### src/rtl/qupls_sm_bus_arb_if.sv
// qupls_sm_bus_arb_if: FTA 64-bit command bus types plus the bundle tying two masters and one shared slave port to the arbiter.
// Signals: m0_req/m0_resp (stack machine), m1_req/m1_resp (auxiliary requester), s_req/s_resp (shared bus).
// Modport slave is the arbiter's view; modport master is the view of whatever drives the masters and the shared slave.
package qupls_sm_bus_arb_pkg;
    localparam logic [2:0] CTI_ERC = 3'b001;
    typedef struct packed {
        logic        cyc;
        logic        we;
        logic [2:0]  cti;
        logic [7:0]  sel;
        logic [31:0] padr;
        logic [63:0] dat;
    } fta_cmd_request64_t;
    typedef struct packed {
        logic        ack;
        logic        rty;
        logic        err;
        logic [63:0] dat;
    } fta_cmd_response64_t;
endpackage

interface qupls_sm_bus_arb_if;
    import qupls_sm_bus_arb_pkg::*;
    fta_cmd_request64_t  m0_req;
    fta_cmd_response64_t m0_resp;
    fta_cmd_request64_t  m1_req;
    fta_cmd_response64_t m1_resp;
    fta_cmd_request64_t  s_req;
    fta_cmd_response64_t s_resp;
    modport slave  (input m0_req, m1_req, s_resp, output m0_resp, m1_resp, s_req);
    modport master (output m0_req, m1_req, s_resp, input m0_resp, m1_resp, s_req);
endinterface

### src/rtl/qupls_sm_bus_arb.sv
// qupls_sm_bus_arb: two-master arbiter forwarding one FTA command at a time to a shared bus, with retry and response timeout.
// Ports: clk_i clock; rst_ni async active-low reset; bus arbiter side of qupls_sm_bus_arb_if; busy_o high while a transaction is outstanding.
module qupls_sm_bus_arb
    import qupls_sm_bus_arb_pkg::*;
#(
    parameter int          TIMEOUT = 255,
    parameter logic [63:0] TO_DATA = 64'hDEADDEADDEADDEAD
) (
    input  logic                 clk_i,
    input  logic                 rst_ni,
    qupls_sm_bus_arb_if.slave    bus,
    output logic                 busy_o
);
    typedef enum logic [1:0] {IDLE, ISSUED, WAIT_ACK} state_t;

    state_t              state_q;
    logic                owner_q, last_q, rty0_q, rty1_q, need_ack_q, to_fire_q;
    logic [15:0]         to_cnt_q;
    logic                r0, r1, gnt, gv, rty0_d, rty1_d;
    fta_cmd_response64_t own;

    always_comb begin
        r0 = bus.m0_req.cyc;
        r1 = bus.m1_req.cyc;
        // on a tie the master that did not win last time gets the bus
        gnt = (r0 & r1) ? ~last_q : r1;
        gv = (state_q == IDLE) & (r0 | r1);
        bus.s_req = gv ? (gnt ? bus.m1_req : bus.m0_req) : '0;
        rty0_d = r0 & ~(gv & ~gnt);
        rty1_d = r1 & ~(gv & gnt);
        // a fired timeout completes in the IDLE cycle after WAIT_ACK, when the slave is no longer routed
        own = '0;
        own.ack = to_fire_q;
        own.dat = to_fire_q ? TO_DATA : '0;
        if (state_q != IDLE) own = bus.s_resp;
        bus.m0_resp = owner_q ? '0 : own;
        bus.m0_resp.rty = bus.m0_resp.rty | rty0_q;
        bus.m1_resp = owner_q ? own : '0;
        bus.m1_resp.rty = bus.m1_resp.rty | rty1_q;
        busy_o = state_q != IDLE;
    end

    always_ff @(posedge clk_i or negedge rst_ni) begin
        if (!rst_ni) begin
            state_q    <= IDLE;
            owner_q    <= 1'b0;
            last_q     <= 1'b1;
            rty0_q     <= 1'b0;
            rty1_q     <= 1'b0;
            need_ack_q <= 1'b0;
            to_fire_q  <= 1'b0;
            to_cnt_q   <= '0;
        end else begin
            rty0_q    <= rty0_d;
            rty1_q    <= rty1_d;
            to_fire_q <= 1'b0;
            case (state_q)
                IDLE: if (gv) begin
                    owner_q    <= gnt;
                    last_q     <= gnt;
                    need_ack_q <= ~bus.s_req.we | (bus.s_req.cti == CTI_ERC);
                    state_q    <= ISSUED;
                end
                ISSUED: if (bus.s_resp.rty || !need_ack_q) begin
                    state_q <= IDLE;
                end else begin
                    state_q  <= WAIT_ACK;
                    to_cnt_q <= '0;
                end
                WAIT_ACK: begin
                    to_cnt_q <= to_cnt_q + 16'd1;
                    if (bus.s_resp.ack) begin
                        state_q <= IDLE;
                    end else if (to_cnt_q == 16'(TIMEOUT - 1)) begin
                        state_q   <= IDLE;
                        to_fire_q <= 1'b1;
                    end
                end
                default: state_q <= IDLE;
            endcase
        end
    end
endmodule

### src/flat_wrapper.sv
// flat-port wrapper written by rule: the top's interface ports become plain ports
module qupls_sm_bus_arb_flat import qupls_sm_bus_arb_pkg::*;
#(
    parameter int          TIMEOUT = 255,
    parameter logic [63:0] TO_DATA = 64'hDEADDEADDEADDEAD
)
  (clk_i, rst_ni, busy_o, bus_m0_req, bus_m1_req, bus_s_resp, bus_m0_resp, bus_m1_resp, bus_s_req);
  qupls_sm_bus_arb_if bus_i ();
  input  logic clk_i;
  input  logic rst_ni;
  output logic busy_o;
  input wire logic [$bits(bus_i.m0_req)-1:0] bus_m0_req;
  input wire logic [$bits(bus_i.m1_req)-1:0] bus_m1_req;
  input wire logic [$bits(bus_i.s_resp)-1:0] bus_s_resp;
  output wire logic [$bits(bus_i.m0_resp)-1:0] bus_m0_resp;
  output wire logic [$bits(bus_i.m1_resp)-1:0] bus_m1_resp;
  output wire logic [$bits(bus_i.s_req)-1:0] bus_s_req;
  assign bus_i.m0_req = bus_m0_req;
  assign bus_i.m1_req = bus_m1_req;
  assign bus_i.s_resp = bus_s_resp;
  assign bus_m0_resp = bus_i.m0_resp;
  assign bus_m1_resp = bus_i.m1_resp;
  assign bus_s_req = bus_i.s_req;
  qupls_sm_bus_arb #(.TIMEOUT(TIMEOUT), .TO_DATA(TO_DATA)) u_core (.clk_i(clk_i), .rst_ni(rst_ni), .bus(bus_i), .busy_o(busy_o));
endmodule
### config.mk
export PLATFORM = sky130hd
export DESIGN_NAME = qupls_sm_bus_arb_flat
export DESIGN_NICKNAME = d
export VERILOG_FILES = /design/src/rtl/qupls_sm_bus_arb_if.sv /design/src/rtl/qupls_sm_bus_arb.sv /design/src/flat_wrapper.sv
export SDC_FILE = /design/constraint.sdc
export NUM_CORES = 1
export LEC_CHECK = 0
export BUFFER_PORTS_ARGS = -buffer_cell sky130_fd_sc_hd__buf_2
export CAP_MARGIN = 20
export CORE_AREA = 2 2 204 206
export DETAILED_ROUTE_END_ITERATION = 10
export DIE_AREA = 0 0 206 208
export GPL_TIMING_DRIVEN = 0
export PLACE_DENSITY = 0.43
export SLEW_MARGIN = 20
export SYNTH_ARGS = -nofsm -noshare
export SYNTH_HDL_FRONTEND = slang
export SYNTH_SLANG_ARGS = --single-unit
### constraint.sdc
create_clock -name clk_i -period 1.74 [get_ports clk_i]
set_input_delay 0.174 -clock clk_i [delete_from_list [all_inputs] [get_ports clk_i]]
set_output_delay 0.174 -clock clk_i [all_outputs]
set_load 0.005 [all_outputs]
# Word level (Yosys, flattened, before mapping)
# Cells that the tools add are included.
dict set report totals {
  ram_bits 0
  out_inout_bits 244
  word_cells 56
  memories 0
  rom_bits 0
  ff_bits 24
  latchBits 0
}
dict set report classes {
  n_shift 0
  add_sub_neg 1
  muxes 17
  bitwise 15
  eq_ne 7
  div_mod_pow 0
  mul 0
  magnitude_cmp 0
  reduce_logical 8
}
# cell count
set ops {}
lappend ops {{109-bit two-way mux} 2}
lappend ops {{67-bit two-way mux} 3}
lappend ops {{64-bit two-way mux} 1}
lappend ops {{16-bit one-hot mux with 2 select lines} 1}
lappend ops {{16-bit by 1-bit adder with 16-bit output, second input constant} 1}
lappend ops {{16-bit by 8-bit == test with 1-bit output, second input constant} 1}
lappend ops {{16-bit two-way mux} 1}
lappend ops {{2-bit two-way mux} 4}
lappend ops {{1-bit bitwise AND} 6}
lappend ops {{2-bit one-hot mux with 3 select lines} 1}
lappend ops {{2-bit AND reduction} 3}
lappend ops {{1-bit NOT} 5}
lappend ops {{1-bit two-way mux} 4}
lappend ops {{1-bit bitwise OR} 4}
lappend ops {{2-bit nonzero test} 2}
lappend ops {{3-bit by 1-bit == test with 1-bit output, second input constant} 1}
lappend ops {{3-bit by 2-bit != test with 1-bit output, second input constant} 1}
lappend ops {{2-bit by 1-bit == test with 1-bit output, second input constant} 1}
lappend ops {{2-bit == test, second input constant} 1}
lappend ops {{2-bit logical NOT} 1}
lappend ops {{2-bit by 1-bit != test with 1-bit output, second input constant} 1}
lappend ops {{2-bit != test, second input constant} 1}
lappend ops {{1-bit logical NOT} 1}
lappend ops {{1-bit logical OR} 1}

# Longest topological paths before layout
# Gate-level depths: netlist (run 1).
dict set report depth {
  ltp_word 6
  depth_mapped 6
}

# Worst setup path before layout (run 1)
# No wires, ideal clock.
dict set report synth_path {
  path_type {register to output}
  from {register u_core.last_q}
  to {output port bus_s_req[77]}
  arrival_time_ns 1.422
  path_slack_ns 0.144
  required_ns 1.566
  stages_incl_launch_ff 7
  cell_sequence {dfstp_2 a21boi_1 and2_1 buf_2 buf_4 buf_2 a22o_1}
}
dict set report synth_between {
  elab_chain_len 4
}
# element line
set synth_rtl {}
lappend synth_rtl {{start: declaration} qupls_sm_bus_arb.sv:17} ;# logic owner_q, last_q, rty0_q, rty1_q, need_ack_q, to_fire_q;
lappend synth_rtl {{start signal: assignment} qupls_sm_bus_arb.sv:60} ;# last_q <= gnt;
lappend synth_rtl {{1-bit NOT} qupls_sm_bus_arb.sv:26} ;# gnt = (r0 & r1) ? ~last_q : r1;
lappend synth_rtl {{1-bit two-way mux} qupls_sm_bus_arb.sv:26}
lappend synth_rtl {{109-bit two-way mux (2 in series)} qupls_sm_bus_arb.sv:28} ;# bus.s_req = gv ? (gnt ? bus.m1_req : bus.m0_req) : '0;
lappend synth_rtl {{end: declaration} flat_wrapper.sv:17} ;# output wire logic [$bits(bus_i.s_req)-1:0] bus_s_req;
# Every way passes these cells.

# Worst setup path in the final report (run 1)
dict set report layout_path {
  from {register u_core.last_q}
  to {output port bus_s_req[78]}
}
# Same word-level chain as after synthesis.

==> flow_metrics.tcl, run 1 <==
set metrics [dict create \
    status "finished with violations" \
    failed_checks "setup timing" \
    final_cell_mix "469 x buf_2, 87 x a22o_1, 80 x buf_6" \
    period_share_pct 121 \
    first_pass_iters 6 \
    yosys.area_share.simple_pct 31.9 \
    clk_pin_slew_ps 70 \
    fmax_mhz 475 \
    vias 6268 \
    final_common_cell "buf_2" \
    cts-buffers-inserted 3 \
    cpPeakStageDelay_ps 610 \
    grt_overflow_total 0 \
    worstSetupPathType "reg -> out" \
    crit_chain "a21boi_4 > and2_1 > buf_6 > buf_12 > clkbuf_16 > a22o_1 > buf_2" \
    cts_root_buffer "clkbuf_16" \
    hold_depth 2 \
    grt_pass1_vias 6154 \
    irDropWorstVdd_uv 617 \
    cp_max_fo 9 \
    postSynthNetCount 752 \
    die-area_mm2 0.0428 \
    clk_latency_ps 260 \
    synthAdderAreaFrac_pct 0.746 \
    setup_viol 244 \
    drc_errors 0 \
    fin_util_pct 23.6 \
    grt_max_degree 25 \
    min_to "u_core.to_fire_q" \
    synthCells 463 \
    crit_path_start_kind "flip-flop" \
    tritoncts "done" \
    track_usage_pct 13.4 \
    hp-start "bus_s_resp[66]" \
    yosysSeqAreaShare_pct 17.9 \
    p_leak_nw 4.99 \
    r2r_end "u_core.need_ack_q" \
    num-fill-cells 4470 \
    nNetsFinal 1347 \
    rr_startpoint "u_core.last_q" \
    critPathBufInv 4 \
    setup_slack_ps -363 \
    initial_core_util_pct 8.27 \
    port_buffers 530 \
    totalWireLength_um 32400 \
    muxShareOfSynthArea_pct 2.99 \
    synth-seq-cells 24 \
    grt_pass1_wl_um 42000 \
    ys_warn_count 0 \
    place_congestion 0.916 \
    ioPinCount 531 \
    die_h_um 208 \
    crit_family "flip-flops" \
    wire_per_inst_um 20.4 \
    numClockSinks 24 \
    final_area_mm2 0.00956 \
    max-cap-violations 0 \
    synth_area_mm2 0.00335 \
    crit_path_top_delay_cell "dfstp_2" \
    rows 74 \
    crit_path_end_kind "output port" \
    drv_slew 0 \
    drtIter0Drc 284 \
    via_per_inst 3.94 \
    grt_antenna_before_repair 10 \
    rr_worst_depth 9 \
    synth_compound_area_share_pct 38.1 \
    async_reset_ff_share_pct 100 \
    worstHoldPathType "in -> reg" \
    clock_path_buffers 2 \
    die_x_um 206 \
    syn_avg_cell_area_um2 7.24 \
    synthXorXnorAreaFrac_pct 0.522 \
    crit_arrival_ps 1930 \
    htreeDepth 1 \
    worstMarginPinSlew_ps 660 \
    rsz0062_at_grt "yes" \
    fp.coreArea_mm2 0.0406 \
    synthFlopType "dfrtp_1" \
    reg2reg_slack_ps -120 \
    layout_min_cycle_time_ps 2100 \
    dp_hpwl_um 26200 \
    synth_edf_count 0 \
    yosysUniqueCellTypes 37 \
    area_growth_pct 185 \
    cp_data_required_time_ps 1570 \
    drive_gt1_share_pct 72.5 \
    power-per-cell-area_mw_per_mm2 1430 \
    relSlewSlack_pct 56.0 \
    placed_cell_area_mm2 0.00667 \
    skew_ps 3.87 \
    hold_viol_final 0 \
    antenna_left 0 \
    synth_top_family_by_area "compound AO/OA/AOI/OAI gates" \
]
[power breakdown]
part           leakage (nW)  internal (mW)  switching, mW
combinational          4.62           6.63           5.58
clock                0.0511          0.458          0.208
sequential            0.317          0.684          0.148
[state kept, by name (all words and copies together), names as in the netlist]
register           cells
u_core.state_q         2
u_core.need_ack_q      1
u_core.rty1_q          1
u_core.to_cnt_q       16
u_core.rty0_q          1
u_core.owner_q         1
u_core.last_q          1
u_core.to_fire_q       1
[how the worst max path moves through the flow]
stage | startpoint | to | slack (ps) | cells past startpoint
3_5_place_dp | u_core.state_q[0] | bus_s_req[103] | -1030 | 7
2_1_floorplan | u_core.last_q | bus_s_req[77] | 140 | 6
5_1_grt | u_core.state_q[0] | bus_s_req[12] | -420 | 8
4_1_cts | u_core.state_q[1] | bus_s_req[100] | -390 | 8
6_report | u_core.last_q | bus_s_req[78] | -360 | 7
3_3_place_gp | u_core.state_q[0] | bus_s_req[103] | -1030 | 7
[synth_stat cells (3+ instances only)]
| cell type | instances | share of area [%] |
|---|---|---|
| a22o_1 | 105 | 27 |
| nor2_1 | 55 | 6.2 |
| nor2b_1 | 49 | 9.1 |
| a21oi_1 | 46 | 6.9 |
| and3_1 | 27 | 5.0 |
| and2_1 | 24 | 4.5 |
| dfrtp_1 | 23 | 17 |
| buf_2 | 21 | 3.1 |
| clkbuf_1 | 21 | 2.4 |
| nand2_1 | 18 | 2.0 |
| mux2i_1 | 10 | 3.0 |
| o21ai_0 | 9 | 1.3 |
| nand3_1 | 8 | 1.2 |
| buf_4 | 6 | 1.3 |
| a21o_1 | 4 | 0.90 |
| inv_1 | 4 | 0.45 |
| nand4_1 | 4 | 0.75 |
| buf_1 | 3 | 0.34 |
| nor3_1 | 3 | 0.45 |
[per-layer routing]
metal  wire (µm)  up-vias  track usage (%)
met5          76        -                0
met2       16000      380             24.5
li1            -     2903                -
met1       12800     2918             16.0
met3        2400       55             1.86
met4        1190       12             4.24
[logic make-up after synthesis]
| group | Yosys count |
|---|---|
| AOI/OAI and AO/OA | 171 |
| xor gates and xnor gates | 2 |
| adders and majority gates | 2 |
| buffers and inverters | 56 |
| DFF | 24 |
| muxes | 10 |
| and+or+nand+nor | 198 |
[repair_timing]
item,4_1_cts,5_1_grt
resized for setup,317,112
hold buffers,1,0
endpoints found under the setup margin,249,256
pin swaps,83,60
setup buffers,31,8
endpoints found under the hold margin,23,0
gates cloned,13,12
[worst register-to-register path: cells and delay by family, from the launching register on]
family	cells	cell delay, ps
buf+inv	5	680
flops	1	610
compound gates	2	200
simple gates	2	260
[per-stage QoR]
step / hold slack (ps) / cells / power, mW / TNS [ps] / setup WS (ps)
after floorplan: -122 / 463 / 4.14 / 0 / 144
after global placement: 189 / 1525 / 8.01 / -120540 / -1030
after detailed placement: 196 / 1525 / 8.00 / -123440 / -1030
after CTS: 183 / 1573 / 12.3 / -62990 / -387
after global routing: 216 / 1590 / 14.5 / -81140 / -420
final: 217 / 1591 / 13.7 / -63000 / -363
[final cells by class]
| class | instances | area [µm²] | share of cell area, % |
|---|---|---|---|
| clock buffer | 3 | 75.1 | 0.785 |
| timing repair buffer | 592 | 4120 | 43.1 |
| tap | 532 | 666 | 6.96 |
| inverter | 5 | 23.8 | 0.249 |
| sequential | 24 | 603 | 6.31 |
| multi-input combinational | 383 | 3420 | 35.8 |
| antenna | 2 | 5.00 | 0.0524 |
| clock inverter | 1 | 30.0 | 0.314 |
| buffer | 49 | 616 | 6.44 |
Power figures use the tool's default switching activity.
==> run 2: changes to the inputs <==
==> constraint.sdc (replaced) <==
create_clock -name clk_i -period 1.74 [get_ports clk_i]
set_input_delay 0.435 -clock clk_i [delete_from_list [all_inputs] [get_ports clk_i]]
set_output_delay 0.435 -clock clk_i [all_outputs]
set_load 0.005 [all_outputs]
==> flow_metrics.tcl, run 2 (same netlist as run 1, synthesis figures left out) <==
set metrics [dict create \
    status "finished with violations" \
    failed_checks "setup timing" \
    crit_path_start_kind "flip-flop" \
    numClockSinks 24 \
    final_common_cell "buf_2" \
    clock_path_buffers 2 \
    crit_path_end_kind "output port" \
    fp.coreArea_mm2 0.0406 \
    place_ws_ps -1050 \
    period_share_pct 137 \
    num-fill-cells 4447 \
    multi_input_area_mm2 0.00332 \
    dp.cells 1525 \
    initial_core_util_pct 8.27 \
    grt_overflow_total 0 \
    r2r_end "u_core.to_cnt_q[7]" \
    fin_cells 1581 \
    grt_pass1_wl_um 41000 \
    setup_slack_ps -650 \
    crit_chain "nor2b_2 > nor3b_4 > buf_6 > buf_12 > clkbuf_16 > a22o_1 > buf_2" \
    worstMarginPinSlew_ps 583 \
    skew_ps 6.22 \
    crit_path_top_delay_cell "dfstp_2" \
    die-area_mm2 0.0428 \
    largest_reg_flops 16 \
    drv_slew 0 \
    die_h_um 208 \
    place_congestion 0.922 \
    clk_latency_ps 260 \
    max-cap-violations 0 \
    hold_viol_final 0 \
    die_x_um 206 \
    first_pass_iters 5 \
    port_buffers 530 \
    dp_hpwl_um 26500 \
    setup_viol 244 \
    fmax_mhz 418 \
    wire_per_inst_um 21.0 \
    layout_min_cycle_time_ps 2390 \
    power-per-cell-area_mw_per_mm2 1350 \
    ioPinCount 531 \
    cpPeakStageDelay_ps 590 \
    cts_root_buffer "clkbuf_16" \
    clk_pin_slew_ps 70 \
    cp_max_fo 7 \
    totalWireLength_um 33200 \
    vias 6344 \
    cp_data_required_time_ps 1300 \
    drc_errors 0 \
    placed_cell_area_mm2 0.00670 \
    worstSetupPathType "reg -> out" \
    grt_antenna_before_repair 17 \
    antenna_left 0 \
    area_growth_pct 168 \
    top_register "u_core.to_cnt_q" \
    crit_arrival_ps 1950 \
    grt_max_degree 25 \
    p_leak_nw 4.77 \
    regArea_um2 603 \
    track_usage_pct 13.3 \
    cts_hold_buf 0 \
    relSlewSlack_pct 61.2 \
    reg_top3 "u_core.to_cnt_q (16), u_core.state_q (2)" \
    grt_pass1_vias 5923 \
    cts-buffers-inserted 3 \
    final_area_mm2 0.00899 \
    drtIter0Drc 391 \
    tritoncts "done" \
    worstHoldPathType "in -> async" \
    reg2reg_slack_ps 110 \
    rsz0062_at_grt "yes" \
    rows 74 \
    drive_gt1_share_pct 69.8 \
    rr_startpoint "u_core.state_q[0]" \
    rr_worst_depth 5 \
    final_cell_mix "491 x buf_2, 86 x a22o_1, 53 x buf_6" \
    via_per_inst 4.01 \
    nNetsFinal 1332 \
    htreeDepth 1 \
    irDropWorstVdd_uv 456 \
]
run 2: cell count changes in the layout (fill, tap and decap cells not counted), moves of 3 or more:
cell,change
and2_1,+14
and2_4,-14
buf_12,-5
buf_16,-3
buf_2,+22
buf_6,-27
clkbuf_16,-5
clkbuf_4,+5
diode_2,+5
nor2_1,+12
nor2_2,-8
nor2_4,-4
run 2: routing by layer:
layer  global-route usage (%)  part of all wire (%)  vias to the layer above
met2                     24.5                    50                      405
li1                         -                     -                     2879
met3                     2.69                   7.7                       60
met5                        0                  0.30                        -
met4                     5.64                   4.2                       16
met1                     14.6                    38                     2984
run 2: layout make-up:
cell class | instances | share of cell area, %
Antenna cell | 7 | 0.195
Buffer | 50 | 6.73
Clock buffer | 3 | 0.835
Clock inverter | 1 | 0.334
Inverter | 5 | 0.264
Multi-Input combinational cell | 383 | 36.9
Sequential cell | 24 | 6.71
Tap cell | 532 | 7.40
Timing Repair Buffer | 576 | 40.6
run 2: worst max-delay path by stage:
stage | startpoint | end | slack [ps] | cells after the start
global route | u_core.state_q[0] | bus_s_req[102] | -700 | 8
CTS | u_core.state_q[1] | bus_s_req[27] | -620 | 8
detailed placement | u_core.state_q[0] | bus_s_req[103] | -1050 | 7
global placement | u_core.state_q[0] | bus_s_req[103] | -1080 | 7
floorplan | u_core.state_q[0] | bus_s_req[100] | -50 | 6
finish | u_core.last_q | bus_s_req[90] | -650 | 7
run 2: critical path, delay by kind of cell, from the launching register on:
kind	cells	cell delay (ps)
AO/OA/AOI/OAI	1	170
AND/OR/NAND/NOR	2	270
buffers and inverters	4	630
flip-flops	1	590
run 2: timing repair:
item	in CTS	in global routing
endpoints found under the setup margin	249	256
setup buffers	21	6
pin swaps	37	37
gates cloned	10	11
gates resized for setup	174	162
run 2: power breakdown:
| part | internal [mW] | total [mW] | leakage (nW) | switching [mW] |
|---|---|---|---|---|
| clock network | 0.458 | 0.666 | 0.0511 | 0.209 |
| logic | 5.39 | 10.7 | 4.40 | 5.27 |
| registers | 0.684 | 0.848 | 0.317 | 0.164 |
| total | 6.54 | 12.2 | 4.77 | 5.64 |
run 2: stage by stage:
step / power, mW / setup TNS (ps) / hold WS (ps) / util (%)
3_3_place_gp: 7.98 / -150850 / 464 / 16.5
4_1_cts: 10.5 / -121590 / 186 / 19.3
2_1_floorplan: 4.20 / -1960 / 139 / -
5_1_grt: 12.9 / -140280 / 211 / 22.2
3_5_place_dp: 7.95 / -150070 / 466 / 16.5
6_report: 12.2 / -119910 / 171 / 22.2
==> run 3: changes to the inputs <==
--- a/config.mk
+++ b/config.mk
@@ -8,10 +8,11 @@
 export BUFFER_PORTS_ARGS = -buffer_cell sky130_fd_sc_hd__buf_2
 export CAP_MARGIN = 20
 export CORE_AREA = 2 2 204 206
+export CTS_CLUSTER_SIZE = 14
 export DETAILED_ROUTE_END_ITERATION = 10
 export DIE_AREA = 0 0 206 208
 export GPL_TIMING_DRIVEN = 0
-export PLACE_DENSITY = 0.43
+export PLACE_DENSITY = 0.33
 export SLEW_MARGIN = 20
 export SYNTH_ARGS = -nofsm -noshare
 export SYNTH_HDL_FRONTEND = slang
==> flow_metrics.tcl, run 3 (same netlist as run 1, synthesis figures left out) <==
set metrics [dict create \
    worstMarginPinSlew_ps 760 \
    final_common_cell "buf_2" \
    grt_overflow_total 0 \
    clock_path_buffers 2 \
    fin_util_pct 21.2 \
    ioPinCount 531 \
    layout_min_cycle_time_ps 2370 \
    skew_ps 1.44 \
    multi_input_area_mm2 0.00313 \
    cp_data_required_time_ps 1300 \
    nNetsFinal 1323 \
    wire_per_inst_um 20.4 \
    antenna_left 0 \
    cp_max_fo 6 \
    period_share_pct 136 \
    crit_end "bus_s_req[90]" \
    crit_path_start_kind "flip-flop" \
    area_growth_pct 156 \
    max-cap-violations 0 \
    num-fill-cells 4608 \
    totalWireLength_um 31900 \
    reg2reg_slack_ps -150 \
    via_per_inst 3.86 \
    drv_slew 0 \
    cts-buffers-inserted 3 \
    port_buffers 530 \
    status "finished with violations" \
    rr_worst_depth 5 \
    crit_chain "nor2_4 > clkinv_4 > nor3b_4 > buf_6 > buf_12 > clkbuf_16 > a22o_1 > buf_2" \
    die_h_um 208 \
    crit_path_top_delay_cell "dfrtp_2" \
    grt_pass1_vias 5812 \
    die-area_mm2 0.0428 \
    grt_max_degree 25 \
    worstSetupPathType "reg -> out" \
    die_x_um 206 \
    drtIter0Drc 285 \
    cpPeakStageDelay_ps 430 \
    top_register "u_core.to_cnt_q" \
    hold_viol_final 0 \
    fmax_mhz 421 \
    setup_slack_ps -634 \
    r2r_end "u_core.to_cnt_q[7]" \
    rr_startpoint "u_core.state_q[0]" \
    cts_hold_buf 0 \
    worstHoldPathType "in -> async" \
    largest_reg_flops 16 \
    drc_errors 0 \
    first_pass_iters 4 \
    place_congestion 0.913 \
    grt_pass1_wl_um 41500 \
    final_cell_mix "489 x buf_2, 91 x a22o_1, 57 x buf_6" \
    htreeDepth 1 \
    placed_cell_area_mm2 0.00670 \
    crit_path_end_kind "output port" \
    irDropWorstVdd_uv 418 \
    vias 6045 \
    grt_antenna_before_repair 6 \
    reg_top3 "u_core.to_cnt_q (16), u_core.state_q (2)" \
    track_usage_pct 13.3 \
    dp_hpwl_um 27000 \
    setup_viol 251 \
    rows 74 \
    drive_gt1_share_pct 68.8 \
    cts_root_buffer "clkbuf_16" \
    power-per-cell-area_mw_per_mm2 1360 \
    crit_arrival_ps 1940 \
    critPathLaunch "u_core.state_q[0]" \
    fp.coreArea_mm2 0.0406 \
    setup_tns_ps -121370 \
    initial_core_util_pct 8.27 \
    tritoncts "done" \
    clk_pin_slew_ps 60 \
    numClockSinks 24 \
    failed_checks "setup timing" \
    relSlewSlack_pct 49.0 \
    p_leak_nw 4.59 \
    regArea_um2 606 \
    rsz0062_at_grt "yes" \
    final_area_mm2 0.00860 \
    clk_latency_ps 260 \
]
## run 3: cell types whose count changed in the layout (fill, tap and decap cells not counted), sizes merged
cell / previous run / this run
diode: 7 / 1
clkinv: 0 / 1
clkbuf: 36 / 31
buf: 593 / 589
inv: 5 / 4
## run 3: metal layers
layer	vias up	share of wire, %	track usage, %
met4	4	1.1	1.72
met3	24	7.4	2.02
li1	2841	-	-
met2	343	52	25.3
met1	2833	39	15.9
met5	-	0.081	0
## run 3: timing repair
action | 4_1_cts | 5_1_grt
buffers inserted | 14 | 7
setup endpoints to repair | 251 | 256
gates resized for setup | 157 | 138
pin swaps | 38 | 59
gates cloned | 7 | 10
## run 3: worst min-delay path by stage
stage / from / slack (ps) / end
6_report: rst_ni / 170 / u_core.to_cnt_q[5]
5_1_grt: rst_ni / 210 / u_core.to_cnt_q[3]
4_1_cts: rst_ni / 190 / u_core.to_cnt_q[3]
3_5_place_dp: rst_ni / 470 / u_core.to_cnt_q[1]
3_3_place_gp: u_core.to_cnt_q[15] / 470 / u_core.to_cnt_q[15]
2_1_floorplan: rst_ni / 140 / u_core.need_ack_q
## run 3: metrics by stage
stage | power [mW] | setup slack [ps] | cells | hold WS, ps
floorplan | 4.20 | -49.1 | 463 | 139
global placement | 8.06 | -918 | 1525 | 466
detailed placement | 8.04 | -961 | 1525 | 471
CTS | 10.4 | -670 | 1548 | 190
global route | 12.5 | -726 | 1565 | 212
finish | 11.7 | -634 | 1566 | 173
## run 3: final cells by class
cell class | count | share of cell area [%]
Inverter | 5 | 0.276
Sequential cell | 24 | 7.04
Antenna cell | 1 | 0.0291
Buffer | 49 | 6.59
Timing Repair Buffer | 568 | 40.7
Clock inverter | 1 | 0.349
Clock buffer | 3 | 0.873
Tap cell | 532 | 7.74
Multi-Input combinational cell | 383 | 36.4
## run 3: critical path, delay by kind of cell, from the launching register on
kind,cells,cell delay (ps)
flops,1,430
simple gates,2,390
compound gates,1,170
buf+inv,5,690
## run 3: where the power goes
group | switching [mW] | internal [mW] | leakage [nW]
combinational | 4.98 | 5.21 | 4.22
clock | 0.203 | 0.457 | 0.0511
sequential | 0.162 | 0.688 | 0.314
total | 5.35 | 6.35 | 4.59
